$ cat src/rtl/pll_reset_pkg.sv
// Shared state codes, parameter defaults and sizing helper for the PLL reset sequencer.
package pll_reset_pkg;

  // FSM state codes, also visible on the state output.
  localparam logic [1:0] ST_WAIT_LOCK  = 2'd0;
  localparam logic [1:0] ST_STABILIZE  = 2'd1;
  localparam logic [1:0] ST_HOLD_RESET = 2'd2;
  localparam logic [1:0] ST_RUN        = 2'd3;

  localparam int unsigned DEF_SYNC_STAGES        = 2;
  localparam int unsigned DEF_LOCK_STABLE_CYCLES = 1024;
  localparam int unsigned DEF_RESET_HOLD_CYCLES  = 16;
  localparam int unsigned DEF_LOSS_CNT_WIDTH     = 8;

  // Width of a counter that must reach max(a, b) - 1; never narrower than 1 bit.
  function automatic int unsigned cnt_width(input int unsigned a, input int unsigned b);
    int unsigned m;
    m = (a > b) ? a : b;
    return (m > 1) ? $clog2(m) : 1;
  endfunction

endpackage

$ cat src/rtl/sync_ff.sv
// Multi-flop synchronizer for a single asynchronous level signal.
module sync_ff #(
  parameter int unsigned STAGES = 2
) (
  input  logic clk_i,
  input  logic rst_i,
  input  logic d_i,
  output logic q_o
);

  logic [STAGES-1:0] sync_q;

  // Shift the input through the chain; reset clears every stage.
  always_ff @(posedge clk_i or posedge rst_i) begin
    if (rst_i) begin
      sync_q <= '0;
    end else begin
      sync_q <= {sync_q[STAGES-2:0], d_i};
    end
  end

  assign q_o = sync_q[STAGES-1];

endmodule

$ cat src/rtl/pll_reset_sequencer.sv
// Holds downstream logic in reset until the PLL lock has been stable for a while,
// then releases it; re-enters reset on lock loss or a soft reset request.
module pll_reset_sequencer
  import pll_reset_pkg::*;
#(
  parameter int unsigned SYNC_STAGES        = DEF_SYNC_STAGES,
  parameter int unsigned LOCK_STABLE_CYCLES = DEF_LOCK_STABLE_CYCLES,
  parameter int unsigned RESET_HOLD_CYCLES  = DEF_RESET_HOLD_CYCLES,
  parameter int unsigned LOSS_CNT_WIDTH     = DEF_LOSS_CNT_WIDTH
) (
  input  logic                      clk,
  input  logic                      rst,
  input  logic                      pll_lock,
  input  logic                      soft_reset_req,
  output logic                      sys_rst,
  output logic                      ready,
  output logic [1:0]                state,
  output logic [LOSS_CNT_WIDTH-1:0] lock_loss_count
);

  localparam int unsigned CNT_W = cnt_width(LOCK_STABLE_CYCLES, RESET_HOLD_CYCLES);
  // Last counter value of each timed state; the transition fires on that cycle.
  localparam logic [CNT_W-1:0] STABLE_LAST = CNT_W'(LOCK_STABLE_CYCLES - 1);
  localparam logic [CNT_W-1:0] HOLD_LAST   = CNT_W'(RESET_HOLD_CYCLES - 1);

  logic                      lock_sync;
  logic [1:0]                state_q, state_d;
  logic [CNT_W-1:0]          cnt_q, cnt_d;
  logic [LOSS_CNT_WIDTH-1:0] loss_q, loss_d;
  logic                      sys_rst_q, sys_rst_d;
  logic                      ready_q, ready_d;

  sync_ff #(
    .STAGES (SYNC_STAGES)
  ) u_lock_sync (
    .clk_i (clk),
    .rst_i (rst),
    .d_i   (pll_lock),
    .q_o   (lock_sync)
  );

  // Next-state, shared counter and lock-loss counter logic.
  always_comb begin
    state_d = state_q;
    cnt_d   = cnt_q;
    loss_d  = loss_q;
    case (state_q)
      ST_WAIT_LOCK: begin
        cnt_d = '0;
        if (lock_sync) begin
          state_d = ST_STABILIZE;
        end
      end
      ST_STABILIZE: begin
        if (!lock_sync) begin
          state_d = ST_WAIT_LOCK;
          cnt_d   = '0;
        end else if (cnt_q == STABLE_LAST) begin
          state_d = ST_HOLD_RESET;
          cnt_d   = '0;
        end else begin
          cnt_d = cnt_q + CNT_W'(1);
        end
      end
      ST_HOLD_RESET: begin
        if (!lock_sync) begin
          state_d = ST_WAIT_LOCK;
          cnt_d   = '0;
        end else if (cnt_q == HOLD_LAST) begin
          state_d = ST_RUN;
          cnt_d   = '0;
        end else begin
          cnt_d = cnt_q + CNT_W'(1);
        end
      end
      ST_RUN: begin
        cnt_d = '0;
        // Lock loss takes priority over a simultaneous soft reset request.
        if (!lock_sync) begin
          state_d = ST_WAIT_LOCK;
          if (loss_q != '1) begin
            loss_d = loss_q + LOSS_CNT_WIDTH'(1);
          end
        end else if (soft_reset_req) begin
          state_d = ST_HOLD_RESET;
        end
      end
      default: begin
        state_d = ST_WAIT_LOCK;
        cnt_d   = '0;
      end
    endcase
  end

  // Outputs follow the next state so they switch on the same edge as the state.
  always_comb begin
    sys_rst_d = (state_d != ST_RUN);
    ready_d   = (state_d == ST_RUN);
  end

  // State, counters and registered outputs.
  always_ff @(posedge clk or posedge rst) begin
    if (rst) begin
      state_q   <= ST_WAIT_LOCK;
      cnt_q     <= '0;
      loss_q    <= '0;
      sys_rst_q <= 1'b1;
      ready_q   <= 1'b0;
    end else begin
      state_q   <= state_d;
      cnt_q     <= cnt_d;
      loss_q    <= loss_d;
      sys_rst_q <= sys_rst_d;
      ready_q   <= ready_d;
    end
  end

  assign sys_rst         = sys_rst_q;
  assign ready           = ready_q;
  assign state           = state_q;
  assign lock_loss_count = loss_q;

endmodule

$ cat config.mk
export PLATFORM = sky130hd
export DESIGN_NAME = pll_reset_sequencer
export DESIGN_NICKNAME = d
export VERILOG_FILES = /design/src/rtl/pll_reset_pkg.sv /design/src/rtl/sync_ff.sv /design/src/rtl/pll_reset_sequencer.sv
export SDC_FILE = /design/constraint.sdc
export NUM_CORES = 1
export LEC_CHECK = 0
export BUFFER_PORTS_ARGS = -buffer_cell sky130_fd_sc_hd__buf_2
export CORE_MARGIN = 2
export CORE_UTILIZATION = 28
export DETAILED_ROUTE_END_ITERATION = 7
export GPL_ROUTABILITY_DRIVEN = 0
export HOLD_SLACK_MARGIN = 0.12
export MAX_ROUTING_LAYER = met4
export PLACE_DENSITY = 0.55
export SETUP_SLACK_MARGIN = 0.1
export SLEW_MARGIN = 15
export SYNTH_ARGS = -nofsm -noshare
export SYNTH_HDL_FRONTEND = slang
export SYNTH_SLANG_ARGS = --single-unit
$ cat constraint.sdc
create_clock -name clk -period 3 [get_ports clk]
set_input_delay 0.45 -clock clk [delete_from_list [all_inputs] [get_ports clk]]
set_output_delay 0.45 -clock clk [all_outputs]
set_load 0.02 [all_outputs]
==> results.py <==
metrics = {
    "synthesis": {
        "netlist_instances": 101,
        "yosysTopAreaCell": "dfrtp_1",
        "avgSynthCellArea_um2": 11.1,
        "synthAdderAreaFrac_pct": 2.24,
        "yosys.area_share.simple_pct": 23.0,
        "synth_xor_area_share_pct": 11.0,
        "synth.distinct_cells": 29,
        "synth_area_leaders": "dfrtp_1 (51%), xnor2_1 (5.5%), xor2_1 (5.5%)",
        "synth_top_family_by_area": "simple AND/OR/NAND/NOR gates",
        "seq_area_frac_synth_pct": 53.8,
        "synth_nets": 107,
        "synth-compound-area-share_pct": 7.05,
        "yosysWarnings": 0,
        "synth_seq_cells": 24,
        "netlist_area_um2": 1120,
        "synth_mux_area_share_pct": 1.90,
        "synth_top_area_share_pct": 51.5,
    },
    "power_and_ir_drop": {
        "leakagePower_nw": 0.619,
        "clkPwrFrac_pct": 38.1,
        "power_density_nw_per_um2": 430,
        "seqPwrFrac_pct": 58.6,
        "combPwrFrac_pct": 3.3,
        "ir_worst_vdd_mv": 0.128,
        "power.switching_uw": 113,
        "swShare_pct": 20.1,
        "fin_total_pwr_uw": 563,
        "p_int_uw": 450,
    },
    "flow_run": {
        "cap_viol_max_count": 0,
    },
    "worst_setup_path": {
        "cp-start-kind": "flop",
        "r2r-end": "cnt_q[8]$_DFF_PP0_",
        "reg2reg_slack_ps": 1400,
        "worstSetupPathType": "reg2reg",
        "required_ps": 3180,
        "worstPathCellList": "ha_1 > and3_1 > a311oi_1 > o21ai_0 > a21oi_1",
        "end_kind": "flop",
        "r2r_start": "cnt_q[0]$_DFF_PP0_",
        "arrival_ps": 1790,
        "max_stage_delay_ps": 400,
        "cp_slowest_cell": "dfrtp_1",
        "r2r_cells": 5,
        "critical_path.max_fanout": 4,
    },
    "hold_path": {
        "hp-class": "in2reg",
        "holdPathEnd": "u_lock_sync.sync_q[0]$_DFF_PP0_",
        "holdPathStages": 1,
        "hold_start": "pll_lock",
    },
    "floorplan": {
        "start_util_pct": 29.9,
        "die_h_um": 67.2,
        "row_count": 22,
        "die_w_um": 67.2,
        "dieArea_um2": 4520,
        "core-area_um2": 3740,
        "ios": 16,
    },
    "placed_design": {
        "portBuffers": 15,
        "place_ws_ps": 1430,
        "dp_hpwl_mm": 1.41,
        "dpl_cell_area_um2": 1250,
    },
    "clock_tree": {
        "cts_sinks": 24,
        "clock_latency_ps": 260,
        "cts_resized": 0,
        "cts_tree": "done",
        "cts_post_setup_buffers_inserted": 0,
        "cts_made_buffers": 3,
        "cts_hold_buf": 0,
        "cts_root_buf": "clkbuf_8",
        "cts.clk_slew.worst_paths_ps": 80,
        "htree_levels": 1,
        "clockBufferDepth": 2,
    },
    "route": {
        "drc_errors": 0,
        "dr.pass1.iters": 4,
        "via_count": 769,
        "wl_per_cell_um": 11.5,
        "ant_nets": 0,
        "wirelength_mm": 1.93,
        "via_per_inst": 4.58,
        "drtIter0Drc": 43,
    },
    "sta": {
        "setup_ws_ps": 1400,
        "period_share_pct": 53.5,
        "setup_violations": 0,
        "max_freq_ghz": 0.623,
        "timing.final.crit_period_ps": 1600,
        "rsz0062_at_grt": "false",
        "hold_violations": 0,
        "skew_ps": 2.23,
        "relSlewSlack_pct": 40.1,
        "fin_setup_tns_ps": 0,
        "slew_viol_final": 0,
        "worst_pin_slew_ps": 898,
    },
    "cells_and_area": {
        "design_area_um2": 1310,
        "diodes": 0,
        "finalNetCount": 127,
        "fill_cells": 394,
        "areaGrowthSynthToFinish_pct": 17.0,
        "drive_above_1_share_pct": 22.5,
        "final-seq-area_um2": 602,
        "multi_input_area_um2": 505,
    },
    "grt": {
        "grt_pass1_wl_mm": 3.42,
        "grt_pass1_vias": 774,
        "grt_start_max_net_pins": 25,
        "gr-total-overflow": 0,
        "grtUsageTotal_pct": 10.4,
        "antenna_found_initial": 0,
    },
    "run_status": {
        "outcome": "finished clean",
    },
}
[registers in the layout, indices dropped and copies added, names as in the netlist]
name                count
cnt_q                  10
lock_loss_count         8
state                   2
u_lock_sync.sync_q      2
ready                   1
sys_rst                 1
[area by class of cell]
type	count	share of cell area [%]
clock buffers	4	4.21
inverters	3	0.860
multi-input cells	74	38.6
flip-flops and latches	24	46.0
well taps	48	4.59
repair buffers	15	5.74
[stage by stage]
step	cells	hold WS [ps]	utilization (%)
4_1_cts	168	292	35.0
6_report	168	298	35.0
3_5_place_dp	164	341	33.5
2_1_floorplan	101	331	-
5_1_grt	168	287	35.0
3_3_place_gp	164	338	33.5
[worst max-delay path by stage]
stage | cells past startpoint | slack, ps | to | from
floorplan | 4 | 1510 | lock_loss_count[1]$_DFFE_PP0P_ | lock_loss_count[0]$_DFFE_PP0P_
global placement | 5 | 1520 | cnt_q[8]$_DFF_PP0_ | cnt_q[0]$_DFF_PP0_
detailed placement | 5 | 1430 | cnt_q[8]$_DFF_PP0_ | cnt_q[0]$_DFF_PP0_
CTS | 5 | 1410 | cnt_q[8]$_DFF_PP0_ | cnt_q[0]$_DFF_PP0_
global route | 5 | 1340 | cnt_q[8]$_DFF_PP0_ | cnt_q[0]$_DFF_PP0_
finish | 5 | 1400 | cnt_q[8]$_DFF_PP0_ | cnt_q[0]$_DFF_PP0_
[power by group through the flow]
stage	logic (mW)	registers [mW]	clock network (mW)
global placement	0.0193	0.337	0
global route	0.0217	0.331	0.237
CTS	0.0195	0.330	0.223
finish	0.0187	0.330	0.214
detailed placement	0.0196	0.337	0
floorplan	0.0126	0.337	0
[layout by cell type (no fill, tap or decap), drive strengths merged, types with 2 or more instances in the layout]
master	count
dfrtp	23
buf	15
nor2	13
nand3	10
nand2	7
xor2	7
xnor2	7
nor3	5
clkbuf	4
nor2b	3
inv	3
nand4	3
o21ai	3
and3	2
a21oi	2
ha	2
[logic make-up (layout without fill, tap and decap cells)]
family | after synthesis | count (layout)
compound gates | 9 | 9
simple gates | 47 | 47
fa+ha+maj | 2 | 2
buf+inv | 3 | 22
mux | 2 | 2
flops | 24 | 24
xor+xnor | 14 | 14
[metal layers]
layer | global-route usage (%) | wire length (um) | part of all wire (%) | vias up
li1 | - | - | - | 385
met1 | 13.6 | 933 | 48 | 367
met2 | 14.4 | 882 | 46 | 15
met3 | 2.83 | 79 | 4.1 | 2
met4 | 6.12 | 34 | 1.8 | 0
met5 | - | 0 | 0 | -
[worst max-delay path, delay by kind of cell (launching register included)]
kind	cells	cell delay, ps
fa+ha+maj	1	250
flops	1	400
simple gates	1	250
compound gates	3	630
[cells in the mapped netlist (all sizes together)]
library cell and n:
a211oi 1, a21oi 2, a2bb2oi 1, a311oi 1
and3 2, and3b 1, dfrtp 23, dfstp 1
ha 2, inv 3, mux2 1, mux2i 1
nand2 7, nand3 10, nand4 3, nor2 13
nor2b 3, nor3 5, nor3b 1, nor4 1
o211ai 1, o21ai 3, or3 1, xnor2 7
xor2 7
(Power assumes the default switching activity.)
